## config.mk

```make
export PLATFORM = sky130hd
export DESIGN_NAME = seg7_mux_driver
export DESIGN_NICKNAME = d
export VERILOG_FILES = /design/src/rtl/seg7_pkg.sv /design/src/rtl/hex7seg_dec.sv /design/src/rtl/seg7_mux_driver.sv
export SDC_FILE = /design/constraint.sdc
export NUM_CORES = 1
export LEC_CHECK = 0
export ABC_AREA = 1
export CAP_MARGIN = 20
export CORE_UTILIZATION = 50
export CTS_CLUSTER_DIAMETER = 150
export DETAILED_ROUTE_END_ITERATION = 10
export DONT_BUFFER_PORTS = 1
export GPL_ROUTABILITY_DRIVEN = 1
export PLACE_DENSITY = 0.74
export SYNTH_ARGS = -nofsm -noshare
export SYNTH_HDL_FRONTEND = slang
export SYNTH_SLANG_ARGS = --single-unit
```

## constraint.sdc

```tcl
create_clock -name clk -period 2.85 [get_ports clk]
set_input_delay 0.4275 -clock clk [delete_from_list [all_inputs] [get_ports clk]]
set_output_delay 0.4275 -clock clk [all_outputs]
set_load 0.05 [all_outputs]
```

## src/rtl/seg7_pkg.sv

```systemverilog
`default_nettype none
// ============================================================================
// Module      : seg7_pkg
// Description : Shared segment type, blank pattern and active-low hex table
//               for the multiplexed 7-segment driver.
// Revision    : 1.0 - initial release
// ============================================================================
package seg7_pkg;

    typedef logic [6:0] seg_t;

    localparam seg_t SEG_BLANK = 7'h7F;

    // Bit order {g,f,e,d,c,b,a}, 0 = segment lit (common-anode).
    localparam seg_t HEX_SEG [16] = '{
        7'h40, 7'h79, 7'h24, 7'h30, 7'h19, 7'h12, 7'h02, 7'h78,
        7'h00, 7'h10, 7'h08, 7'h03, 7'h46, 7'h21, 7'h06, 7'h0E
    };

endpackage
`default_nettype wire

```

## src/rtl/hex7seg_dec.sv

```systemverilog
`default_nettype none
// ============================================================================
// Module      : hex7seg_dec
// Description : Combinational nibble to active-low 7-segment pattern lookup.
// Revision    : 1.0 - initial release
// ============================================================================
module hex7seg_dec
    import seg7_pkg::*;
(
    input  logic [3:0] nibble_i,
    output seg_t       seg_o
);

    assign seg_o = HEX_SEG[nibble_i];

endmodule
`default_nettype wire

```

## src/rtl/seg7_mux_driver.sv

```systemverilog
`default_nettype none
// ============================================================================
// Module      : seg7_mux_driver
// Description : Time-multiplexed N-digit common-anode 7-segment driver with
//               frame-synchronous double buffering, LZB, PWM and anti-ghost.
// Revision    : 1.0 - initial release
// ============================================================================
module seg7_mux_driver
    import seg7_pkg::*;
#(
    parameter int NUM_DIGITS  = 4,
    parameter int REFRESH_DIV = 50000,
    parameter int BRIGHT_W    = 3
)(
    input  logic                    clk,
    input  logic                    rst,
    input  logic [4*NUM_DIGITS-1:0] value_i,
    input  logic [NUM_DIGITS-1:0]   dp_i,
    input  logic                    lzb_i,
    input  logic                    load_i,
    input  logic [BRIGHT_W-1:0]     brightness_i,
    output logic [6:0]              seg_n_o,
    output logic                    dp_n_o,
    output logic [NUM_DIGITS-1:0]   an_n_o,
    output logic                    frame_done_o
);

    localparam int                  STEP        = REFRESH_DIV / (2**BRIGHT_W);
    localparam int                  SLOT_W      = $clog2(REFRESH_DIV);
    localparam int                  DIG_W       = $clog2(NUM_DIGITS);
    localparam logic [SLOT_W-1:0]   SLOT_LAST   = SLOT_W'(REFRESH_DIV - 1);
    localparam logic [DIG_W-1:0]    DIG_LAST    = DIG_W'(NUM_DIGITS - 1);
    localparam logic [BRIGHT_W-1:0] BRIGHT_FULL = '1;

    logic [SLOT_W-1:0]       slot_q,  slot_d;
    logic [DIG_W-1:0]        digit_q, digit_d;
    logic [4*NUM_DIGITS-1:0] sh_value_q, disp_value_q;
    logic [NUM_DIGITS-1:0]   sh_dp_q,    disp_dp_q;
    logic                    sh_lzb_q,   disp_lzb_q;
    seg_t                    seg_n_q,    seg_n_d;
    logic                    dp_n_q,     dp_n_d;
    logic [NUM_DIGITS-1:0]   an_n_q,     an_n_d;
    logic                    frame_done_q;

    logic                    boundary;
    logic                    digit_on;
    logic [3:0]              nib;
    logic                    dp_sel;
    logic                    blank_sel;
    seg_t                    dec_seg;

    always_comb begin
        boundary = (slot_q == SLOT_LAST) && (digit_q == DIG_LAST);
        slot_d   = slot_q + SLOT_W'(1);
        digit_d  = digit_q;
        if (slot_q == SLOT_LAST) begin
            slot_d  = '0;
            digit_d = (digit_q == DIG_LAST) ? '0 : digit_q + DIG_W'(1);
        end
    end

    // Slot 0 of every digit stays dark so the anode switch never overlaps
    // the previous digit's segment pattern.
    assign digit_on = (slot_q != '0) &&
                      ((brightness_i == BRIGHT_FULL) ||
                       (int'(slot_q) < int'(brightness_i) * STEP));

    always_comb begin
        nib       = '0;
        dp_sel    = 1'b0;
        blank_sel = 1'b0;
        for (int i = 0; i < NUM_DIGITS; i++) begin
            if (digit_q == DIG_W'(i)) begin
                nib       = disp_value_q[4*i +: 4];
                dp_sel    = disp_dp_q[i];
                blank_sel = (i != 0) && disp_lzb_q &&
                            ((disp_value_q >> (4*i)) == '0);
            end
        end
    end

    hex7seg_dec u_dec (
        .nibble_i (nib),
        .seg_o    (dec_seg)
    );

    always_comb begin
        seg_n_d = SEG_BLANK;
        dp_n_d  = 1'b1;
        an_n_d  = '1;
        if (digit_on) begin
            an_n_d  = ~(NUM_DIGITS'(1) << digit_q);
            seg_n_d = blank_sel ? SEG_BLANK : dec_seg;
            dp_n_d  = ~dp_sel;
        end
    end

    always_ff @(posedge clk or posedge rst) begin
        if (rst) begin
            slot_q       <= '0;
            digit_q      <= '0;
            sh_value_q   <= '0;
            sh_dp_q      <= '0;
            sh_lzb_q     <= 1'b0;
            disp_value_q <= '0;
            disp_dp_q    <= '0;
            disp_lzb_q   <= 1'b0;
            seg_n_q      <= SEG_BLANK;
            dp_n_q       <= 1'b1;
            an_n_q       <= '1;
            frame_done_q <= 1'b0;
        end else begin
            slot_q       <= slot_d;
            digit_q      <= digit_d;
            if (load_i) begin
                sh_value_q <= value_i;
                sh_dp_q    <= dp_i;
                sh_lzb_q   <= lzb_i;
            end
            // Non-blocking read gives the pre-edge shadow on a coincident load.
            if (boundary) begin
                disp_value_q <= sh_value_q;
                disp_dp_q    <= sh_dp_q;
                disp_lzb_q   <= sh_lzb_q;
            end
            seg_n_q      <= seg_n_d;
            dp_n_q       <= dp_n_d;
            an_n_q       <= an_n_d;
            frame_done_q <= boundary;
        end
    end

    assign seg_n_o      = seg_n_q;
    assign dp_n_o       = dp_n_q;
    assign an_n_o       = an_n_q;
    assign frame_done_o = frame_done_q;

endmodule
`default_nettype wire

```

==> results_dict.tcl, run 1 <==
set metrics [dict create \
    min_path_type "in2async" \
    grt_pass1_vias 3048 \
    crit_chain "ha_1, ha_1, ha_1, nand2_1, a21oi_1, or2_2, xnor2_1, ha_1, nand4_1, nor3_1, nand2_1, nand2_1, nand2_1, nand2_1, clkinv_1, nand2_1" \
    post-synth-top-count-cell "nand2_1" \
    synth_edf_count 0 \
    synth_async_sr_flop_share_pct 100 \
    p_clk_share_pct 38.2 \
    grt.total_usage_pct 20.0 \
    grt-ovfl-total 0 \
    first_pass_iters 4 \
    vias_per_cell 5.12 \
    period_needed_ns 2.44 \
    slew_violations 0 \
    crit_path_top_delay_cell "or2_2" \
    maxCapViolCount 0 \
    synthTopCellsByCount "nand2_1 (133), inv_1 (76), dfrtp_1 (61)" \
    skew_ns 0.00913 \
    setup_viol 0 \
    fin_crit_sh_pct 85.4 \
    p_int_mw 1.51 \
    hold_viol_final 0 \
    die_w_um 92.9 \
    htreeDepth 3 \
    power.density_mw_per_mm2 450 \
    power_switching_uw 464 \
    pin_count 40 \
    rows 32 \
    sequentialPowerShare_pct 54.4 \
    critPathLaunchType "input pin" \
    core_area_sq_mm 0.00785 \
    drt_iter0_drc 184 \
    cts_sinks 73 \
    routabilityCongestion 0.914 \
    tns_ns 0 \
    synth_cells 503 \
    worstMarginPinSlew_ns 0.698 \
    cp_data_required_time_ns 3.14 \
    cts_made_buffers 9 \
    synthTopCellsByArea "dfrtp_1 (37%), nand2_1 (12%), ha_1 (9.7%)" \
    netSwitchingFraction_pct 23.4 \
    grt_start_max_net_pins 41 \
    cp_data_arrival_time_ns 2.73 \
    antenna_found_initial 0 \
    tritoncts "done" \
    start_util_pct 52.7 \
    wirelength_mm 7.67 \
    yosysTopAreaCell "dfrtp_1" \
    outcome "finished clean" \
    synth_ff_type "dfrtp_1" \
    netlist.area_leader.share_pct 36.9 \
    clock_latency_ns 0.35 \
    dp_hpwl_mm 5.78 \
    worst-path-buf-inv 1 \
    drc 0 \
    synth_seq_cells 73 \
    cts_buffer_depth 2 \
    cpLargestDelayFamily "simple AND/OR/NAND/NOR gates" \
    postSynthAreaPerCell_sq_um 8.22 \
    power.leakage_nw 2.34 \
    power.total_mw 1.98 \
    syn-cell-area_sq_mm 0.00414 \
    crit_type "in2reg" \
    antenna_left 0 \
    synth_nets 562 \
    yosysWarnings 0 \
    fin_nets 566 \
    comb_power_share_pct 7.4 \
    cpPeakStageDelay_ns 0.28 \
    io_buffers 0 \
    cts-resized-gates 0 \
    rsz0062_at_grt "no" \
    cts-root-buf "clkbuf_8" \
    clk_pin_slew_ns 0.07 \
    insertedDiodeCount 0 \
    ys_seq_area_share_pct 44.5 \
    critical-path-top-cell-by-count "nand2_1" \
    max_slew_margin_pct 53.4 \
    drive_gt1_share_pct 12.0 \
    routedWlPerCell_um 12.5 \
    dieHeight_um 92.9 \
    fmax_mhz 411 \
    vias 3131 \
    path_max_fanout 9 \
    cts_hold_buf 0 \
    crit_path_end_kind "flip-flop" \
    grt_pass1_wl_mm 13.4 \
    die_area_sq_mm 0.00864 \
    syn_to_final_growth_pct 6.41 \
    ir_worst_vdd_uv 390 \
    synth_cell_types 32 \
    postCtsSetupRepairBufs 0 \
]
[power groups by stage]
stage | Clock, mW | Combinational [mW] | Sequential (mW)
finish | 0.756 | 0.146 | 1.08
global placement | 0 | 0.141 | 1.09
global route | 0.816 | 0.172 | 1.08
detailed placement | 0 | 0.149 | 1.10
CTS | 0.774 | 0.150 | 1.08
floorplan | 0 | 0.116 | 1.09
[final timing paths]
path | endpoint | slack (ns) | from | cells after the start
setup / recovery | seg_n_o[4] | 0.41 | brightness_i[0] | 16
hold / removal | sh_value_q[10] | 0.07 | rst | 1
setup reg to reg | seg_n_o[3] | 0.66 | digit_q[0] | 14
hold reg to reg | disp_dp_q[3] | 0.49 | disp_dp_q[3] | 2
max in group asynchronous | an_n_o[1] | 2.08 | rst | 2
min in group clk | sh_dp_q[0] | 0.18 | load_i | 1
[per-stage QoR]
step / cell area [sq um] / utilization (%) / instances / setup WS, ns / hold WS, ns
floorplan: 4140 / - / 503 / 0.212 / 0.449
global placement: 4230 / 53.8 / 598 / 0.101 / 0.455
detailed placement: 4230 / 53.8 / 598 / 0.0377 / 0.463
CTS: 4400 / 56.1 / 612 / 0.404 / 0.0839
global route: 4400 / 56.1 / 612 / 0.193 / 0.125
finish: 4400 / 56.1 / 612 / 0.415 / 0.0678
[layout by cell type, fill, tap and decap left out, types with 2 or more instances in the layout]
cell type,count
nand2_2,4
clkbuf_8,9
o21ai_2,18
nand3_1,25
nand4_1,10
ha_1,32
clkbuf_1,2
nor3_1,9
inv_1,75
xor2_1,9
nand2_1,133
inv_2,3
o21ai_0,32
a21oi_1,19
xnor2_1,2
buf_4,3
dfstp_2,12
dfrtp_1,61
nor2_1,31
mux2_2,3
or2_2,2
nor4_1,3
[sequential cells by signal, summed over array words and instances, names as in the netlist]
signal	count
disp_value_q	16
sh_lzb_q	1
dp_n_o	1
sh_dp_q	4
disp_lzb_q	1
seg_n_o	7
digit_q	2
slot_q	16
an_n_o	4
frame_done_o	1
sh_value_q	16
disp_dp_q	4
[per-layer routing]
layer / track usage [%] / vias up / part of all wire [%]
li1: - / 1597 / -
met1: 25.0 / 1453 / 46
met2: 32.8 / 67 / 47
met3: 5.01 / 14 / 4.9
met4: 8.46 / 0 / 1.8
met5: 0 / - / 0
[final cells by class]
| type | count | area [sq um] |
|---|---|---|
| fillers | 731 | 3450 |
| multi-input cells | 340 | 1920 |
| flip-flops and latches | 73 | 1840 |
| inverters | 79 | 297 |
| clock buffers | 11 | 131 |
| well taps | 102 | 128 |
| clock inverters | 3 | 43.8 |
| repair buffers | 4 | 42.5 |
[cells by family (layout without fill, tap and decap cells)]
family,after synthesis,count (layout),synth area share [%]
and+or+nand+nor,221,221,22.8
buffers and inverters,90,97,9.11
AOI/OAI and AO/OA,73,73,10.7
DFF,73,73,44.5
adders and majority gates,32,32,9.68
xor gates and xnor gates,11,11,2.33
muxes,3,3,0.817
Power figures use the tool's default switching activity.
==> run 2: changes to the inputs <==
PLACE_DENSITY = default   (was 0.74)
RECOVER_POWER = 50   (was default)
==> results_dict.tcl, run 2 (synthesized netlist as in run 1, its figures left out) <==
set metrics [dict create \
    grt-ovfl-total 0 \
    pin_count 40 \
    ir_worst_vdd_uv 298 \
    die_w_um 92.9 \
    critical-path-top-cell-by-count "nand2_1" \
    power.total_mw 1.91 \
    pre_cts_ws_ns 0.0347 \
    crit_path_end_kind "flip-flop" \
    start_util_pct 52.7 \
    final_cell_mix "nand2_1 (133), inv_1 (76), dfrtp_1 (61), o21ai_0 (32), ha_1 (32)" \
    crit_chain "ha_1, ha_1, ha_1, nand2_1, a21oi_1, or2_2, xnor2_1, ha_1, nand4_1, nor3_1, nand2_1, nand2_1, nand2_1, nand2_1, clkinv_1, nand2_1" \
    dp_hpwl_mm 5.95 \
    place_area_sq_mm 0.00421 \
    skew_ns 0.0104 \
    fin_crit_sh_pct 85.7 \
    fmax_mhz 409 \
    postCtsSetupRepairBufs 0 \
    htreeDepth 3 \
    max_slew_margin_pct 6.06 \
    slew_violations 0 \
    crit_type "in2reg" \
    seqCellArea_sq_mm 0.00184 \
    antenna_found_initial 0 \
    io_buffers 0 \
    insertedDiodeCount 0 \
    cp_data_required_time_ns 3.13 \
    cts_sinks 73 \
    hold_viol_final 0 \
    cts_hold_buf 0 \
    period_needed_ns 2.44 \
    reg.largest.list "disp_value_q: 16 flops, sh_value_q: 16 flops, slot_q: 16 flops" \
    clk_pin_slew_ns 0.08 \
    power.density_mw_per_mm2 436 \
    drive_gt1_share_pct 11.7 \
    wirelength_mm 7.93 \
    min_path_type "in2async" \
    cpPeakStageDelay_ns 0.28 \
    cp_data_arrival_time_ns 2.72 \
    fin_area_sq_mm 0.00437 \
    vias_per_cell 4.98 \
    rows 32 \
    worstMarginPinSlew_ns 1.41 \
    first_pass_iters 4 \
    tritoncts "done" \
    routedWlPerCell_um 12.9 \
    dieHeight_um 92.9 \
    critPathLaunchType "input pin" \
    power.leakage_nw 2.33 \
    core_area_sq_mm 0.00785 \
    rrSetupSlack_ns 0.46 \
    rsz0062_at_grt "no" \
    grt_start_max_net_pins 50 \
    drc 0 \
    grt_pass1_wl_mm 13.7 \
    grt.total_usage_pct 20.6 \
    drt_iter0_drc 166 \
    path_max_fanout 9 \
    fin_ws_ns 0.407 \
    routabilityCongestion 0.864 \
    tns_ns 0 \
    fin_nets 567 \
    cts_made_buffers 9 \
    maxCapViolCount 0 \
    filler_cell_count 736 \
    final_common_cell "nand2_1" \
    setup_viol 0 \
    antenna_left 0 \
    syn_to_final_growth_pct 5.72 \
    fin_util_pct 55.7 \
    worst-path-buf-inv 1 \
    vias 3063 \
    outcome "finished clean" \
    cts-root-buf "clkbuf_8" \
    cpLargestDelayFamily "simple AND/OR/NAND/NOR gates" \
    grt_pass1_vias 2948 \
    final_cell_count_no_fill 615 \
    crit_path_top_delay_cell "or2_2" \
    worst_hold_slack_ns 0.137 \
    multi_input_area_sq_mm 0.00192 \
    die_area_sq_mm 0.00864 \
    cts_buffer_depth 2 \
    clock_latency_ns 0.35 \
    dpl.cell_count 598 \
    cts-resized-gates 0 \
]
run 2: power by group:
| part | switching [mW] | internal (mW) |
|---|---|---|
| Combinational | 0.0916 | 0.0530 |
| Sequential | 0.0110 | 1.06 |
| Clock | 0.374 | 0.314 |
run 2: cell type report:
type	count	share of cell area, %
multi-input cells	340	43.8
flip-flops and latches	73	42.1
inverters	79	6.78
clock buffers	12	3.09
well taps	102	2.92
repair buffers	5	0.687
clock inverters	4	0.544
run 2: layer usage:
layer / GRT usage, % / up-vias / part of all wire [%]
met4: 7.05 / 0 / 0.91
met5: 0 / - / 0
met2: 33.7 / 46 / 49
met1: 27.6 / 1411 / 47
met3: 3.69 / 6 / 2.9
li1: - / 1600 / -
run 2: path summary, 6_finish.rpt:
path                       cells past startpoint                to       startpoint
setup / recovery                              16        seg_n_o[3]  brightness_i[0]
hold / removal                                 1     sh_value_q[4]              rst
setup reg to reg                              13        seg_n_o[3]       digit_q[0]
hold reg to reg                                2  disp_value_q[12]   sh_value_q[12]
max in group asynchronous                      3         an_n_o[0]              rst
min in group clk                               1     sh_value_q[6]           load_i
